File: src/rtl/ibex_pmp_csr_if.sv
// CSR request/response channel between the CSR unit (master) and the PMP CSR stage (slave).
interface ibex_pmp_csr_if;
  logic        csr_req_i;
  logic        csr_we_i;
  logic [11:0] csr_addr_i;
  logic [31:0] csr_wdata_i;
  logic        csr_rvalid_o;
  logic [31:0] csr_rdata_o;
  logic        csr_err_o;

  modport master (
    output csr_req_i, csr_we_i, csr_addr_i, csr_wdata_i,
    input  csr_rvalid_o, csr_rdata_o, csr_err_o
  );

  modport slave (
    input  csr_req_i, csr_we_i, csr_addr_i, csr_wdata_i,
    output csr_rvalid_o, csr_rdata_o, csr_err_o
  );
endinterface

File: src/rtl/ibex_pmp_csr.sv
// pmpcfg/pmpaddr CSR storage with WARL, lock and granularity legalisation,
// feeding the packed per-region cfg/addr buses of the PMP checker.
module ibex_pmp_csr #(
  parameter int unsigned PMPGranularity = 0,
  parameter int unsigned PMPNumRegions  = 4
) (
  input  logic                            clk_i,
  input  logic                            rst_i,
  ibex_pmp_csr_if.slave                   csr,
  output logic                            pmp_update_o,
  output logic [6*PMPNumRegions-1:0]      csr_pmp_cfg_o,
  output logic [34*PMPNumRegions-1:0]     csr_pmp_addr_o
);

  localparam int unsigned MaxRegions = 16;
  localparam logic [1:0]  ModeOff    = 2'b00;
  localparam logic [1:0]  ModeTor    = 2'b01;
  localparam logic [1:0]  ModeNa4    = 2'b10;
  localparam logic [1:0]  ModeNapot  = 2'b11;

  // Read-back masks: NAPOT forces ones below bit G-1, OFF/TOR clear bits below G.
  localparam int unsigned NapotShift = (PMPGranularity >= 2) ? PMPGranularity - 1 : 0;
  localparam logic [31:0] NapotOnes  = 32'((33'd1 << NapotShift) - 33'd1);
  localparam logic [31:0] OffTorMask = ~32'((33'd1 << PMPGranularity) - 33'd1);

  typedef struct packed {
    logic       lock;
    logic [1:0] mode;
    logic       x;
    logic       w;
    logic       r;
  } pmp_cfg_t;

  pmp_cfg_t    cfg_q  [MaxRegions];
  pmp_cfg_t    cfg_d  [MaxRegions];
  logic [31:0] addr_q [MaxRegions];
  logic [31:0] addr_d [MaxRegions];

  logic        rvalid_q, err_q, update_q;
  logic [31:0] rdata_q;
  logic        err_d, update_d;
  logic [31:0] rdata_d;

  logic        is_cfg, is_addr;
  logic [3:0]  idx, idx_next;
  logic        next_tor_lock;
  logic        unused_wdata;

  assign is_cfg  = (csr.csr_addr_i[11:2] == 10'b0011_1010_00);
  assign is_addr = (csr.csr_addr_i[11:4] == 8'h3B);
  assign unused_wdata = ^{csr.csr_wdata_i[30:29], csr.csr_wdata_i[22:21],
                          csr.csr_wdata_i[14:13], csr.csr_wdata_i[6:5]};

  function automatic pmp_cfg_t cfg_legal(input logic [5:0] b, input pmp_cfg_t old);
    pmp_cfg_t c;
    c.lock = b[5];
    c.mode = b[4:3];
    c.x    = b[2];
    c.w    = b[1] & b[0];
    c.r    = b[0];
    if ((PMPGranularity >= 1) && (b[4:3] == ModeNa4)) c.mode = old.mode;
    return c;
  endfunction

  function automatic logic [31:0] addr_rd(input pmp_cfg_t c, input logic [31:0] a);
    logic [31:0] v;
    v = a;
    if (c.mode == ModeNapot)                          v = a | NapotOnes;
    else if ((c.mode == ModeOff) || (c.mode == ModeTor)) v = a & OffTorMask;
    return v;
  endfunction

  // Access decode, legalisation and next-state computation.
  always_comb begin
    cfg_d         = cfg_q;
    addr_d        = addr_q;
    rdata_d       = '0;
    err_d         = 1'b0;
    update_d      = 1'b0;
    idx           = '0;
    idx_next      = '0;
    next_tor_lock = 1'b0;
    if (csr.csr_req_i) begin
      if (is_cfg) begin
        for (int k = 0; k < 4; k++) begin
          idx = {csr.csr_addr_i[1:0], 2'(k)};
          if (32'(idx) < PMPNumRegions) begin
            if (!csr.csr_we_i) begin
              rdata_d[8*k +: 8] = {cfg_q[idx].lock, 2'b00, cfg_q[idx].mode,
                                   cfg_q[idx].x, cfg_q[idx].w, cfg_q[idx].r};
            end else if (!cfg_q[idx].lock) begin
              cfg_d[idx] = cfg_legal({csr.csr_wdata_i[8*k+7], csr.csr_wdata_i[8*k +: 5]},
                                     cfg_q[idx]);
            end
          end
        end
      end else if (is_addr) begin
        idx      = csr.csr_addr_i[3:0];
        idx_next = idx + 4'd1;
        // A locked TOR region above pins this register as its base address.
        next_tor_lock = (32'(idx) + 32'd1 < PMPNumRegions) && cfg_q[idx_next].lock &&
                        (cfg_q[idx_next].mode == ModeTor);
        if (32'(idx) < PMPNumRegions) begin
          if (!csr.csr_we_i) begin
            rdata_d = addr_rd(cfg_q[idx], addr_q[idx]);
          end else if (!cfg_q[idx].lock && !next_tor_lock) begin
            addr_d[idx] = csr.csr_wdata_i;
          end
        end
      end else begin
        err_d = 1'b1;
      end
    end
    for (int r = 0; r < MaxRegions; r++) begin
      if ((cfg_d[r] != cfg_q[r]) || (addr_d[r] != addr_q[r])) update_d = 1'b1;
    end
  end

  // State and response registers.
  always_ff @(posedge clk_i) begin
    if (rst_i) begin
      for (int r = 0; r < MaxRegions; r++) begin
        cfg_q[r]  <= '0;
        addr_q[r] <= '0;
      end
      rvalid_q <= 1'b0;
      rdata_q  <= '0;
      err_q    <= 1'b0;
      update_q <= 1'b0;
    end else begin
      cfg_q    <= cfg_d;
      addr_q   <= addr_d;
      rvalid_q <= csr.csr_req_i;
      rdata_q  <= rdata_d;
      err_q    <= err_d;
      update_q <= update_d;
    end
  end

  assign csr.csr_rvalid_o = rvalid_q;
  assign csr.csr_rdata_o  = rdata_q;
  assign csr.csr_err_o    = err_q;
  assign pmp_update_o     = update_q;

  for (genvar r = 0; r < PMPNumRegions; r++) begin : g_region
    assign csr_pmp_cfg_o[6*r +: 6]   = cfg_q[r];
    assign csr_pmp_addr_o[34*r +: 34] = {addr_rd(cfg_q[r], addr_q[r]), 2'b00};
  end

endmodule

File: src/flat_wrapper.sv
// flat-port wrapper written by rule: the top's interface ports become plain ports
module ibex_pmp_csr_flat 
#(
  parameter int unsigned PMPGranularity = 0,
  parameter int unsigned PMPNumRegions  = 4
)
  (clk_i, rst_i, pmp_update_o, csr_pmp_cfg_o, csr_pmp_addr_o, csr_csr_req_i, csr_csr_we_i, csr_csr_addr_i, csr_csr_wdata_i, csr_csr_rvalid_o, csr_csr_rdata_o, csr_csr_err_o);
  ibex_pmp_csr_if csr_i ();
  input  logic clk_i;
  input  logic rst_i;
  output logic pmp_update_o;
  output logic [6*PMPNumRegions-1:0] csr_pmp_cfg_o;
  output logic [34*PMPNumRegions-1:0] csr_pmp_addr_o;
  input wire logic [$bits(csr_i.csr_req_i)-1:0] csr_csr_req_i;
  input wire logic [$bits(csr_i.csr_we_i)-1:0] csr_csr_we_i;
  input wire logic [$bits(csr_i.csr_addr_i)-1:0] csr_csr_addr_i;
  input wire logic [$bits(csr_i.csr_wdata_i)-1:0] csr_csr_wdata_i;
  output wire logic [$bits(csr_i.csr_rvalid_o)-1:0] csr_csr_rvalid_o;
  output wire logic [$bits(csr_i.csr_rdata_o)-1:0] csr_csr_rdata_o;
  output wire logic [$bits(csr_i.csr_err_o)-1:0] csr_csr_err_o;
  assign csr_i.csr_req_i = csr_csr_req_i;
  assign csr_i.csr_we_i = csr_csr_we_i;
  assign csr_i.csr_addr_i = csr_csr_addr_i;
  assign csr_i.csr_wdata_i = csr_csr_wdata_i;
  assign csr_csr_rvalid_o = csr_i.csr_rvalid_o;
  assign csr_csr_rdata_o = csr_i.csr_rdata_o;
  assign csr_csr_err_o = csr_i.csr_err_o;
  ibex_pmp_csr #(.PMPGranularity(PMPGranularity), .PMPNumRegions(PMPNumRegions)) u_core (.clk_i(clk_i), .rst_i(rst_i), .csr(csr_i), .pmp_update_o(pmp_update_o), .csr_pmp_cfg_o(csr_pmp_cfg_o), .csr_pmp_addr_o(csr_pmp_addr_o));
endmodule
File: config.mk
export PLATFORM = sky130hd
export DESIGN_NAME = ibex_pmp_csr_flat
export DESIGN_NICKNAME = d
export VERILOG_FILES = /design/src/rtl/ibex_pmp_csr_if.sv /design/src/rtl/ibex_pmp_csr.sv /design/src/flat_wrapper.sv
export SDC_FILE = /design/constraint.sdc
export NUM_CORES = 1
export LEC_CHECK = 0
export ABC_AREA = 1
export BUFFER_PORTS_ARGS = -buffer_cell sky130_fd_sc_hd__buf_2
export CORE_MARGIN = 5
export CORE_UTILIZATION = 58
export CTS_BUF_LIST = sky130_fd_sc_hd__clkbuf_16
export CTS_CLUSTER_SIZE = 25
export DETAILED_ROUTE_END_ITERATION = 10
export HOLD_SLACK_MARGIN = 0.03
export MAX_ROUTING_LAYER = met4
export PLACE_DENSITY = 0.78
export SLEW_MARGIN = 20
export SYNTH_ARGS = -nofsm -noshare
export SYNTH_HDL_FRONTEND = slang
export SYNTH_SLANG_ARGS = --single-unit
File: constraint.sdc
create_clock -name clk_i -period 7.5 [get_ports clk_i]
set_input_delay 1.125 -clock clk_i [delete_from_list [all_inputs] [get_ports clk_i]]
set_output_delay 1.125 -clock clk_i [all_outputs]
set_load 0.05 [all_outputs]
==> flow_metrics.env, run 1 <==
export IMPL_p_leak_nw=12.7
export IMPL_final_core_util=0.629
export IMPL_synth_cell_types=42
export IMPL_cp_start_kind="primary input"
export IMPL_clk_pin_slew_ns=0.06
export IMPL_finalHoldViolCount=0
export IMPL_dr_pass1_iters=7
export IMPL_num_fill_cells=4753
export IMPL_grt_max_degree=228
export IMPL_worstReg2RegStart="u_core.csr_pmp_cfg_o[17]"
export IMPL_syn_inst=4237
export IMPL_mostFrequentLayoutCells="nor2_1 (702), dfxtp_1 (643), inv_1 (613)"
export IMPL_cts_tree="built"
export IMPL_finalPower_mw=7.19
export IMPL_outcome="completed"
export IMPL_cts_resized=0
export IMPL_synthArstFlopShare=0
export IMPL_dp_hpwl_um=82500
export IMPL_first_global_vias=26500
export IMPL_chipWidth_um=238
export IMPL_die_y_um=238
export IMPL_synth_warning_count=0
export IMPL_cp_end_kind="flip-flop"
export IMPL_ios=243
export IMPL_post_cts_buffers=0
export IMPL_cts_root_buf="clkbuf_16"
export IMPL_power_density_mw_per_mm2=222
export IMPL_tns_ns=0
export IMPL_antenna_found_initial=2
export IMPL_layout_drive_gt1_share=0.0978
export IMPL_ir_drop_v=0.000227
export IMPL_numCtsBuffers=67
export IMPL_grt_ovfl_total=0
export IMPL_seq_area_mm2=0.0129
export IMPL_start_util=0.587
export IMPL_fin_crit_sh=0.628
export IMPL_avgSynthCellArea_um2=7.12
export IMPL_multi_input_area_mm2=0.0126
export IMPL_yosys_register_bits=643
export IMPL_layout_commonest_cell="nor2_1"
export IMPL_synth_edf_count=0
export IMPL_netlist_area_mm2=0.0302
export IMPL_fmax_mhz=212
export IMPL_yosysTopAreaCell="dfxtp_1"
export IMPL_r2r_setup_slack_ns=3.84
export IMPL_dr_total_vias=29400
export IMPL_slew_headroom=0.254
export IMPL_grt_pass1_wl_um=172000
export IMPL_fin_nets=4194
export IMPL_worstSkewPairLatency_ns=0.63
export IMPL_synthFlopType="dfxtp_1"
export IMPL_portBuffers=234
export IMPL_fin_skew_ns=0.0274
export IMPL_ctsHtreeMaxLevel=3
export IMPL_startpoint="csr_csr_addr_i[0]"
export IMPL_place_congestion=1.12
export IMPL_ant_nets=0
export IMPL_synth_area_leaders="dfxtp_1 (43%), nor2_1 (8.8%), inv_1 (7.5%), nand2_1 (6.4%), nand3_1 (5.6%)"
export IMPL_worst_pin_slew_ns=1.12
export IMPL_crit_type="in -> reg"
export IMPL_detail_route_wl_per_cell_um=24.4
export IMPL_post_route_min_period_ns=4.71
export IMPL_final_setup_worst_slack_ns=2.79
export IMPL_setup_viol=0
export IMPL_cts_hold_buf=0
export IMPL_dieArea_mm2=0.0567
export IMPL_hold_start="u_core.addr_q[358]"
export IMPL_cts_sinks=643
export IMPL_drv_cap=0
export IMPL_routed_via_density=6.03
export IMPL_synth_top_area_frac=0.427
export IMPL_yosysSeqAreaShare=0.427
export IMPL_dp_slack_ns=2.37
export IMPL_coreArea_mm2=0.0514
export IMPL_slew_violations=0
export IMPL_area_growth_synth_to_final_pct=7.20
export IMPL_cp_max_fo=75
export IMPL_cts_buffer_depth=3
export IMPL_grtUsageTotal=0.411
export IMPL_drtIter0Drc=3788
export IMPL_cp_arrival_ns=5.29
export IMPL_hold_worst_slack_ns=0.416
export IMPL_required_ns=8.08
export IMPL_route_detailed_drc=0
export IMPL_rsz0062_at_grt="no"
export IMPL_drt_wl_total_um=119000
export IMPL_rows=83
export IMPL_min_path_type="reg -> reg"
[worst paths after layout]
check,end,depth (start not counted)
worst max-delay path,u_core.pmp_update_o,21
worst min-delay path,u_core.addr_q[358],2
worst max register to register,u_core.pmp_update_o,20
worst min register to register,u_core.addr_q[358],2
[worst max-delay path: stages]
cell and delay, ns:
clkbuf_8 0.45, inv_6 0.29, ha_1 0.38, inv_1 0.07, nor2_1 0.04, nand4_1 0.07
nand2_1 0.11, nand2_2 0.12, nand3_2 0.41, nor2_4 0.98, buf_4 0.37, nand3_1 0.12
nand2_1 0.11, nor2_1 0.05, nand3_1 0.07, nor3_1 0.06, nand2_1 0.05, nor2_1 0.04
nand4_1 0.12, nand2_1 0.05, inv_1 0.06
[power breakdown]
part / internal, mW / leakage (nW) / switching [mW]
Sequential: 3.42 / 5.18 / 0.000159
Clock: 1.90 / 1.13 / 1.45
Combinational: 0.0671 / 6.42 / 0.354
Total: 5.38 / 12.7 / 1.80
[cell usage after synthesis, types with 2 or more instances]
library cell    n
nor2_4          4
a211oi_1      127
nand2_1       514
o31ai_1        18
clkbuf_1      192
o21ai_1        15
nor3b_1        11
o211ai_1       12
and3_1          4
buf_6           8
inv_2           9
nand4_1        63
inv_1         600
a21oi_1       208
a41oi_1         8
buf_1          23
nand2_2         5
nor2_1        709
ha_1            5
nor2_2          6
nand3_1       339
nand3b_1       72
nor3_1         15
o21ai_0       234
buf_4         179
o221ai_1      138
dfxtp_1       643
clkinv_1        5
buf_2          45
nand3_2         2
o22ai_1         8
o32ai_1         6
[cell families after synthesis]
group	count (synthesis)	synth area share
fa+ha+maj	5	0.00207
simple gates	1746	0.250
buf+inv	1062	0.158
other cells	1	0.000124
compound gates	780	0.162
flops	643	0.427
[layer usage]
metal | track usage | share of wire | up-vias
met2 | 0.587 | 0.42 | 1861
met5 | - | 0 | -
met1 | 0.535 | 0.39 | 13600
met4 | 0.247 | 0.079 | 0
li1 | - | - | 13400
met3 | 0.0893 | 0.11 | 533
[layout make-up]
type,instances,area share
Tap cell,680,0.0263
Clock inverter,51,0.0146
Antenna cell,1,0.0000774
Inverter,615,0.0715
Clock buffer,69,0.0534
Sequential cell,643,0.398
Timing Repair Buffer,275,0.0469
Multi-Input combinational cell,2539,0.389
[sequential cells by signal, indices dropped and copies added, names as in the netlist]
register	count
u_core.addr_q	512
u_core.cfg_q	72
u_core.csr.csr_err_o	1
u_core.csr.csr_rdata_o	32
u_core.csr.csr_rvalid_o	1
u_core.csr_pmp_cfg_o	24
u_core.pmp_update_o	1
[per-stage QoR]
stage | cell area (µm²) | instances
floorplan | 30200 | 4244
global placement | 30100 | 4752
detailed placement | 30100 | 4752
CTS | 32300 | 4872
global route | 32300 | 4873
finish | 32300 | 4873
Power figures use the tool's default switching activity.
==> run 2, diff against run 1 <==
--- a/config.mk
+++ b/config.mk
@@ -5,7 +5,7 @@
 export SDC_FILE = /design/constraint.sdc
 export NUM_CORES = 1
 export LEC_CHECK = 0
-export ABC_AREA = 1
+export ABC_AREA = 0
 export BUFFER_PORTS_ARGS = -buffer_cell sky130_fd_sc_hd__buf_2
 export CORE_MARGIN = 5
 export CORE_UTILIZATION = 58
==> constraint.sdc (replaced) <==
create_clock -name clk_i -period 4.9 [get_ports clk_i]
set_input_delay 0.735 -clock clk_i [delete_from_list [all_inputs] [get_ports clk_i]]
set_output_delay 0.735 -clock clk_i [all_outputs]
set_load 0.05 [all_outputs]
==> run 2 against run 1 <==
Against the previous run:
- synthesized area decreased by 6.4%
- clock skew increased by 0.0085 ns
- worst setup slack got worse by 1.4 ns
==> flow_metrics.env, run 2 <==
export IMPL_outcome="completed"
export IMPL_num_fill_cells=3563
export IMPL_mostFrequentLayoutCells="dfxtp_1 (643), nor2b_1 (388), nand2_1 (309)"
export IMPL_yosysSeqAreaShare=0.456
export IMPL_cp_start_kind="primary input"
export IMPL_drv_cap=0
export IMPL_dr_total_vias=23000
export IMPL_grt_pass1_wl_um=154000
export IMPL_die_y_um=231
export IMPL_fin_skew_ns=0.0359
export IMPL_yosys_register_bits=643
export IMPL_synth_top_area_frac=0.456
export IMPL_post_route_min_period_ns=3.50
export IMPL_crit_slowest_cell="nor3_4"
export IMPL_dr_pass1_iters=8
export IMPL_slowest_delay_ns=0.70
export IMPL_synth_simple_gate_area_share=0.183
export IMPL_detail_route_wl_per_cell_um=30.2
export IMPL_cts_hold_buf=0
export IMPL_synth_compound_area_frac=0.104
export IMPL_drtIter0Drc=3074
export IMPL_worstSkewPairLatency_ns=0.64
export IMPL_tns_ns=0
export IMPL_first_global_vias=22700
export IMPL_dieArea_mm2=0.0532
export IMPL_worstReg2RegStart="u_core.csr_pmp_cfg_o[16]"
export IMPL_hold_start="csr_csr_wdata_i[13]"
export IMPL_route_detailed_drc=0
export IMPL_avgSynthCellArea_um2=10.0
export IMPL_synth_most_common_cell="dfxtp_1"
export IMPL_rows=80
export IMPL_numCtsBuffers=66
export IMPL_ant_nets=0
export IMPL_syn_inst=2821
export IMPL_fmax_mhz=286
export IMPL_seq_area_mm2=0.0129
export IMPL_start_util=0.589
export IMPL_slew_headroom=0.278
export IMPL_antenna_found_initial=7
export IMPL_fin_nets=2867
export IMPL_synth_common_cells="dfxtp_1 (643), nor2b_1 (388), nand2_1 (309)"
export IMPL_synth_edf_count=0
export IMPL_cp_max_fo=32
export IMPL_final_setup_worst_slack_ns=1.40
export IMPL_dp_hpwl_um=73200
export IMPL_place_congestion=1.07
export IMPL_required_ns=5.35
export IMPL_worst_pin_slew_ns=1.08
export IMPL_synth_area_leaders="dfxtp_1 (46%), mux4_2 (15%), nor2b_1 (8.6%), buf_4 (4.3%), nand2_1 (4.1%)"
export IMPL_cts_tree="built"
export IMPL_dp_slack_ns=0.916
export IMPL_crit_family="simple AND/OR/NAND/NOR gates"
export IMPL_ios=243
export IMPL_post_cts_buffers=0
export IMPL_hold_path_depth=3
export IMPL_largest_reg_flops=512
export IMPL_finalHoldViolCount=0
export IMPL_synthArstFlopShare=0
export IMPL_area_growth_synth_to_final_pct=9.52
export IMPL_cts_resized=0
export IMPL_crit_buf_inv=4
export IMPL_grt_ovfl_total=0
export IMPL_r2r_cells=9
export IMPL_min_to="u_core.addr_q[493]"
export IMPL_synth_xor_area_share=0.00992
export IMPL_synthFlopType="dfxtp_1"
export IMPL_yosysTopAreaCell="dfxtp_1"
export IMPL_fin_crit_sh=0.714
export IMPL_cts_buffer_depth=3
export IMPL_multi_input_area_mm2=0.0131
export IMPL_cts_sinks=643
export IMPL_largest_register="u_core.addr_q"
export IMPL_cp_end_kind="flip-flop"
export IMPL_rr_endpoint="u_core.addr_q[413]"
export IMPL_chipWidth_um=231
export IMPL_cts_root_buf="clkbuf_16"
export IMPL_drt_wl_total_um=105000
export IMPL_synth_fa_ha_area_frac=0.00221
export IMPL_p_leak_nw=11.6
export IMPL_crit_type="in -> reg"
export IMPL_portBuffers=234
export IMPL_layout_commonest_cell="dfxtp_1"
export IMPL_ctsHtreeMaxLevel=3
export IMPL_grt_max_degree=253
export IMPL_rsz0062_at_grt="no"
export IMPL_routed_via_density=6.58
export IMPL_cp_arrival_ns=3.95
export IMPL_synth_top_family_by_area="simple AND/OR/NAND/NOR gates"
export IMPL_layout_drive_gt1_share=0.202
export IMPL_netlist_area_mm2=0.0283
export IMPL_synth_warning_count=0
export IMPL_clk_pin_slew_ns=0.07
export IMPL_slew_violations=0
export IMPL_ir_drop_v=0.000354
export IMPL_worstPathCellList="buf_6 > inv_1 > ha_1 > and4b_1 > a311oi_1 > a2111oi_4 > buf_4 > nor3_4 > nand2_1 > buf_4 > nand2_1 > a21oi_1"
export IMPL_coreArea_mm2=0.0479
export IMPL_synth_cell_types=78
export IMPL_r2r_setup_slack_ns=1.78
export IMPL_power_density_mw_per_mm2=354
export IMPL_synthMuxAreaShare=0.161
export IMPL_grtUsageTotal=0.398
export IMPL_setup_viol=0
export IMPL_min_path_type="in -> reg"
export IMPL_finalPower_mw=10.9
## run 2: metal layers
layer,track usage,wire length [µm],up-vias
met4,0.213,6850,0
li1,-,-,9693
met3,0.0997,10500,427
met5,-,0,-
met1,0.479,39000,11300
met2,0.621,49000,1497
## run 2: report_power, final
group / leakage, nW / internal, mW / total [mW] / switching, mW
registers: 5.18 / 5.23 / 5.23 / 0.000327
clock network: 1.14 / 2.94 / 5.17 / 2.22
logic: 5.32 / 0.140 / 0.553 / 0.413
## run 2: per-stage QoR
step	instance area [µm²]	cells	hold WS, ns	utilization
after global routing	30900	3487	0.384	0.645
after detailed placement	28700	3361	0.449	0.598
after floorplan	28300	2828	0.432	-
after CTS	30900	3483	0.356	0.645
after global placement	28700	3361	0.447	0.598
final	30900	3489	0.385	0.645
## run 2: cells by family (layout without fill, tap and decap cells)
| logic type | Yosys count | count (layout) |
|---|---|---|
| other cells | 1 | 14 |
| xor+xnor | 32 | 32 |
| compound gates | 461 | 461 |
| fa+ha+maj | 5 | 5 |
| mux | 223 | 223 |
| simple gates | 998 | 998 |
| buf+inv | 458 | 498 |
| flops | 643 | 643 |
## run 2: area by class of cell
| type | instances | area share |
|---|---|---|
| multi-input cells | 1727 | 0.422 |
| well taps | 615 | 0.0249 |
| clock buffers | 66 | 0.0534 |
| diodes | 6 | 0.000485 |
| flip-flops and latches | 643 | 0.416 |
| inverters | 93 | 0.0113 |
| repair buffers | 283 | 0.0518 |
| clock inverters | 56 | 0.0202 |
## run 2: worst max path at each step
stage | startpoint | end | slack [ns] | depth (start not counted)
CTS | csr_csr_addr_i[1] | u_core.addr_q[413] | 1.55 | 12
detailed placement | csr_csr_addr_i[1] | u_core.addr_q[392] | 0.92 | 12
global route | csr_csr_addr_i[1] | u_core.addr_q[385] | 1.31 | 12
finish | csr_csr_addr_i[1] | u_core.addr_q[413] | 1.40 | 12
floorplan | csr_csr_addr_i[0] | u_core.pmp_update_o | 1.68 | 11
global placement | csr_csr_addr_i[1] | u_core.pmp_update_o | 1.02 | 11
## run 2: worst register-to-register path: stages (launching register included)
cell and delay (ns):
dfxtp_1 0.51, and4b_1 0.24, a311oi_1 0.42, a2111oi_4 0.14, buf_4 0.21, nor3_4 0.70
nand2_1 0.16, buf_4 0.29, nand2_1 0.20, a21oi_1 0.10
